<file path="src/rtl/instr_fetch.sv">
// Instruction fetch unit: owns PC and instruction register, fetches over req/gnt/rvalid.
// Optional opcode legality flag enabled by defining IFETCH_ILLEGAL_TRAP_EN.
module instr_fetch #(
  parameter logic [31:0] RESET_PC = 32'h0000_0000
) (
  input  logic        clk,
  input  logic        rst_n,
  output logic        mem_req,
  output logic [31:0] mem_addr,
  input  logic        mem_gnt,
  input  logic        mem_rvalid,
  input  logic [31:0] mem_rdata,
  output logic [31:0] ins,
  output logic        ins_valid,
  input  logic        ins_ready,
  input  logic        redirect,
  input  logic [31:0] redirect_pc,
  output logic [31:0] pc,
  output logic [31:0] pc_plus4,
  output logic        ins_illegal,
  output logic [1:0]  dbg_state
);

  // Handshakes: a memory request transfers when mem_req && mem_gnt; exactly one
  // mem_rvalid follows each transfer. An instruction transfers when ins_valid && ins_ready.
  typedef enum logic [1:0] {
    S_REQ  = 2'd0,
    S_WAIT = 2'd1,
    S_HOLD = 2'd2
  } state_e;

  state_e      state_q, state_d;
  logic        squash_q, squash_d;
  logic [31:0] pc_q, pc_d;
  logic [31:0] ins_q;
  logic        load_ins;
  logic [31:0] target;

  assign target = redirect_pc & ~32'd3;

  always_ff @(posedge clk) begin
    if (!rst_n) begin
      state_q  <= S_REQ;
      squash_q <= 1'b0;
      pc_q     <= RESET_PC;
      ins_q    <= 32'd0;
    end else begin
      state_q  <= state_d;
      squash_q <= squash_d;
      pc_q     <= pc_d;
      if (load_ins) ins_q <= mem_rdata;
    end
  end

  // Redirect outranks grant, response and consume in the same cycle.
  always_comb begin
    state_d  = state_q;
    squash_d = squash_q;
    pc_d     = pc_q;
    load_ins = 1'b0;
    case (state_q)
      S_REQ: begin
        if (redirect) pc_d = target;
        if (mem_gnt) begin
          state_d  = S_WAIT;
          squash_d = redirect;
        end
      end
      S_WAIT: begin
        if (redirect) begin
          pc_d = target;
          if (mem_rvalid) begin
            state_d  = S_REQ;
            squash_d = 1'b0;
          end else begin
            squash_d = 1'b1;
          end
        end else if (mem_rvalid) begin
          squash_d = 1'b0;
          if (squash_q) begin
            state_d = S_REQ;
          end else begin
            load_ins = 1'b1;
            state_d  = S_HOLD;
          end
        end
      end
      S_HOLD: begin
        if (redirect) begin
          pc_d    = target;
          state_d = S_REQ;
        end else if (ins_ready) begin
          pc_d    = pc_q + 32'd4;
          state_d = S_REQ;
        end
      end
      default: state_d = S_REQ;
    endcase
  end

  always_comb begin
    mem_req   = (state_q == S_REQ);
    ins_valid = (state_q == S_HOLD);
    mem_addr  = pc_q;
    pc        = pc_q;
    pc_plus4  = pc_q + 32'd4;
    ins       = ins_q;
    dbg_state = state_q;
  end

`ifdef IFETCH_ILLEGAL_TRAP_EN
  logic ill_q;
  logic rdata_legal;

  always_comb begin
    case (mem_rdata[31:26])
      6'b100000, 6'b100011, 6'b101011, 6'b001000,
      6'b000011, 6'b100110, 6'b001110, 6'b000100,
      6'b010000, 6'b000000, 6'b000010: rdata_legal = 1'b1;
      default:                         rdata_legal = 1'b0;
    endcase
  end

  always_ff @(posedge clk) begin
    if (!rst_n) begin
      ill_q <= 1'b0;
    end else if (load_ins) begin
      ill_q <= ~rdata_legal;
    end
  end

  assign ins_illegal = ill_q;
`else
  assign ins_illegal = 1'b0;
`endif

endmodule

</file>
<file path="config.mk">
export PLATFORM = sky130hd
export DESIGN_NAME = instr_fetch
export DESIGN_NICKNAME = d
export VERILOG_FILES = /design/src/rtl/instr_fetch.sv
export SDC_FILE = /design/constraint.sdc
export NUM_CORES = 1
export LEC_CHECK = 0
export CAP_MARGIN = 25
export CELL_PAD_IN_SITES_DETAIL_PLACEMENT = 1
export CELL_PAD_IN_SITES_GLOBAL_PLACEMENT = 2
export CORE_MARGIN = 2
export CORE_UTILIZATION = 20
export CTS_CLUSTER_SIZE = 30
export DETAILED_ROUTE_END_ITERATION = 10
export HOLD_SLACK_MARGIN = 0.03
export PLACE_DENSITY = 0.89
export REMOVE_ABC_BUFFERS = 1
export SYNTH_ARGS = -nofsm -noshare
export SYNTH_HDL_FRONTEND = slang
export SYNTH_SLANG_ARGS = --single-unit
</file>
<file path="constraint.sdc">
create_clock -name clk -period 2.35 [get_ports clk]
set_clock_uncertainty 0.1 [all_clocks]
set_input_delay 0.3525 -clock clk [delete_from_list [all_inputs] [get_ports clk]]
set_output_delay 0.3525 -clock clk [all_outputs]
set_load 0.01 [all_outputs]
</file>
==> results.json <==
{
  "clkTransAtPathRegs_ns": 0.05,
  "firstDrtPassIters": 4,
  "finalCritPeriodShare_pct": 97.4,
  "use_met3_pct": 3.33,
  "area_delta_synth_final_pct": 75.8,
  "use_met2_pct": 25.0,
  "wl_per_cell_um": 15.7,
  "worstSetupEndpointType": "output port",
  "vias": 4573,
  "yosys.area_share.adder_pct": 0.321,
  "fill_cells": 2341,
  "ctsLongestPathBuffers": 2,
  "gr-usage-met1_pct": 19.6,
  "grt_overflow": 0,
  "start_util_pct": 20.2,
  "ir_worst_vdd_mv": 0.262,
  "path_cells": "ha_4 -> inv_2 -> nor4_4 -> nand4_1 -> nor2_2 -> xor2_2 -> buf_2",
  "leakage_nw": 2.67,
  "yosys.area.top_type": "dfxtp_1",
  "grt_max_degree": 47,
  "grt.busiest_layer": "met2",
  "yosysUniqueCellTypes": 54,
  "final-hold-violation-count": 0,
  "final_core_util_pct": 35.6,
  "grt_pass1_wl_um": 24600,
  "cts_sinks": 65,
  "synthMuxAreaShare_pct": 2.12,
  "period_needed_ns": 2.29,
  "portBuffers": 193,
  "synth_xor_area_share_pct": 6.29,
  "pin_count": 203,
  "antenna_found_initial": 0,
  "clockRootBuffer": "clkbuf_16",
  "netlist_top_cells_count": "nand2_1, dfxtp_1, a21oi_1",
  "synth-compound-area-share_pct": 17.5,
  "r2r-end": "mem_addr[14]",
  "slew_violations": 0,
  "synth-seq-cells": 65,
  "rsz0062_at_grt": "yes",
  "synth_seq_area_share_pct": 33.4,
  "min_path_type": "reg2reg",
  "clk_latency_ns": 0.33,
  "avgSynthCellArea_sq_um": 7.34,
  "timing.hold.ws_ns": 0.354,
  "crit_start": "mem_addr[2]",
  "die_w_um": 144,
  "multi_input_area_sq_um": 2280,
  "drt_iter0_markers": 177,
  "routed_wl_um": 16000,
  "die_area_sq_um": 20600,
  "dp_hpwl_um": 11900,
  "die_h_um": 144,
  "regArea_sq_um": 1320,
  "synth_warnings": 0,
  "synthArstFlopShare_pct": 0,
  "cp-start-kind": "flip-flop",
  "route.detailed.drc": 0,
  "worst_ep_required_time_ns": 1.90,
  "drive_gt1_share_pct": 21.3,
  "ff2ff_setup_slack_ns": 0.41,
  "status": "completed",
  "place.gp.congestion": 0.810,
  "hold_buffers": 0,
  "dpl-instance-area_sq_um": 6450,
  "crit-reg2reg-launch": "mem_addr[6]",
  "core_sq_um": 19300,
  "path_class": "reg2out",
  "routed_via_density": 4.47,
  "ant_nets": 0,
  "synth_area_sq_um": 3900,
  "max_freq_ghz": 0.437,
  "cts_tree": "done",
  "htree_num_levels": 3,
  "synth_top_family_by_area": "simple AND/OR/NAND/NOR gates",
  "synth_most_common_cell": "nand2_1",
  "pwr_density_cell_nw_per_um2": 469,
  "row_count": 51,
  "crit_path_max_fanout": 2,
  "finalSetupViolCount": 0,
  "netlist_instances": 531,
  "worst_path_max_delay_cell": "dfxtp_2",
  "maxCapViolCount": 0,
  "grt_pass1_vias": 4583,
  "cts_buffers": 9,
  "synth_area_leaders": "dfxtp_1, nand2_1, buf_4, a21oi_1, xnor2_1",
  "reg2reg_depth": 7,
  "synthSimpleGateAreaFrac_pct": 27.8,
  "final_nets": 823,
  "final_cell_area_sq_um": 6850,
  "synth_top_area_share_pct": 33.4,
  "crit_path_max_incr_delay_ns": 0.35,
  "arrival_ns": 1.84,
  "crit_end": "pc_plus4[30]",
  "synth_edf_count": 0,
  "synth_flop_cell": "dfxtp_1",
  "track_usage_pct": 15.2
}
==> how the worst min path moves through the flow <==
stage,from,end,slack [ns],depth (start not counted)
after global routing,ins[7],ins[7],0.38,2
after detailed placement,ins[21],ins[21],0.35,2
final,ins[6],ins[6],0.35,2
after CTS,ins[21],ins[21],0.36,2
after global placement,ins[23],ins[23],0.34,2
after floorplan,rst_n,mem_addr[28],0.37,1
==> logic make-up (layout without fill, tap and decap cells) <==
| kind of cell | count (synthesis) | in the layout |
|---|---|---|
| AO/OA/AOI/OAI | 114 | 114 |
| XOR/XNOR | 28 | 28 |
| adder cells (fa/ha/maj) | 1 | 1 |
| buffers and inverters | 85 | 304 |
| flip-flops | 65 | 65 |
| multiplexers | 8 | 8 |
| other | 1 | 8 |
| AND/OR/NAND/NOR | 229 | 229 |
==> flip-flops by register name, summed over array words and instances (netlist names) <==
register	cells
mem_addr	30
squash_q	1
dbg_state	2
ins	32
==> layout by cell type (no fill, tap or decap), types with 9 or more instances in the layout <==
cell type and instances:
o21ai_0 15, nand4_1 16, buf_4 78, nand2_1 109
buf_2 12, a21oi_1 55, nand3_1 21, clkdlybuf4s50_1 167
clkbuf_16 9, xnor2_1 17, nor2_1 25, dfxtp_1 55
==> power breakdown <==
part           internal [W]  switching (W)  total [W]  leakage [nW]
Clock              0.000815       0.000503    0.00132         0.133
Combinational      0.000396       0.000316   0.000712          2.00
Sequential          0.00115      0.0000372    0.00119         0.535
==> stage by stage <==
| stage | setup TNS (ns) | power, W | instances | setup slack, ns |
|---|---|---|---|---|
| after floorplan | -14.30 | 0.00144 | 459 | -0.379 |
| after global placement | -0.444 | 0.00193 | 999 | -0.149 |
| after detailed placement | -0.768 | 0.00194 | 999 | -0.148 |
| after CTS | -0.182 | 0.00326 | 1016 | -0.121 |
| after global routing | -0.140 | 0.00337 | 1021 | -0.108 |
| final | 0 | 0.00322 | 1022 | 0.0604 |
==> cell type report <==
| class | instances | share of cell area, % |
|---|---|---|
| clock inverters | 3 | 0.621 |
| repair buffers | 282 | 38.2 |
| well taps | 265 | 4.84 |
| diodes | 1 | 0.0365 |
| clock buffers | 12 | 3.45 |
| multi-input cells | 387 | 33.2 |
| flip-flops and latches | 65 | 19.2 |
| inverters | 7 | 0.383 |
==> critical path: cells and delay by family (launching register included) <==
family,cells,cell delay [ns]
xor+xnor,1,0.18
flops,1,0.35
fa+ha+maj,1,0.14
buf+inv,2,0.22
simple gates,3,0.63
==> metal layers <==
layer / wire (um) / vias to the layer above
met1: 7130 / 2183
met2: 7780 / 127
li1: - / 2240
met3: 821 / 23
met5: 0 / -
met4: 276 / 0
==> repair_timing <==
| item | in CTS | in global routing |
|---|---|---|
| setup endpoints to repair | 26 | 22 |
| gates cloned | 0 | 0 |
| pin swaps | 12 | 15 |
| setup buffers | 2 | 5 |
| gates resized for setup | 79 | 42 |
Power figures use the tool's default switching activity.
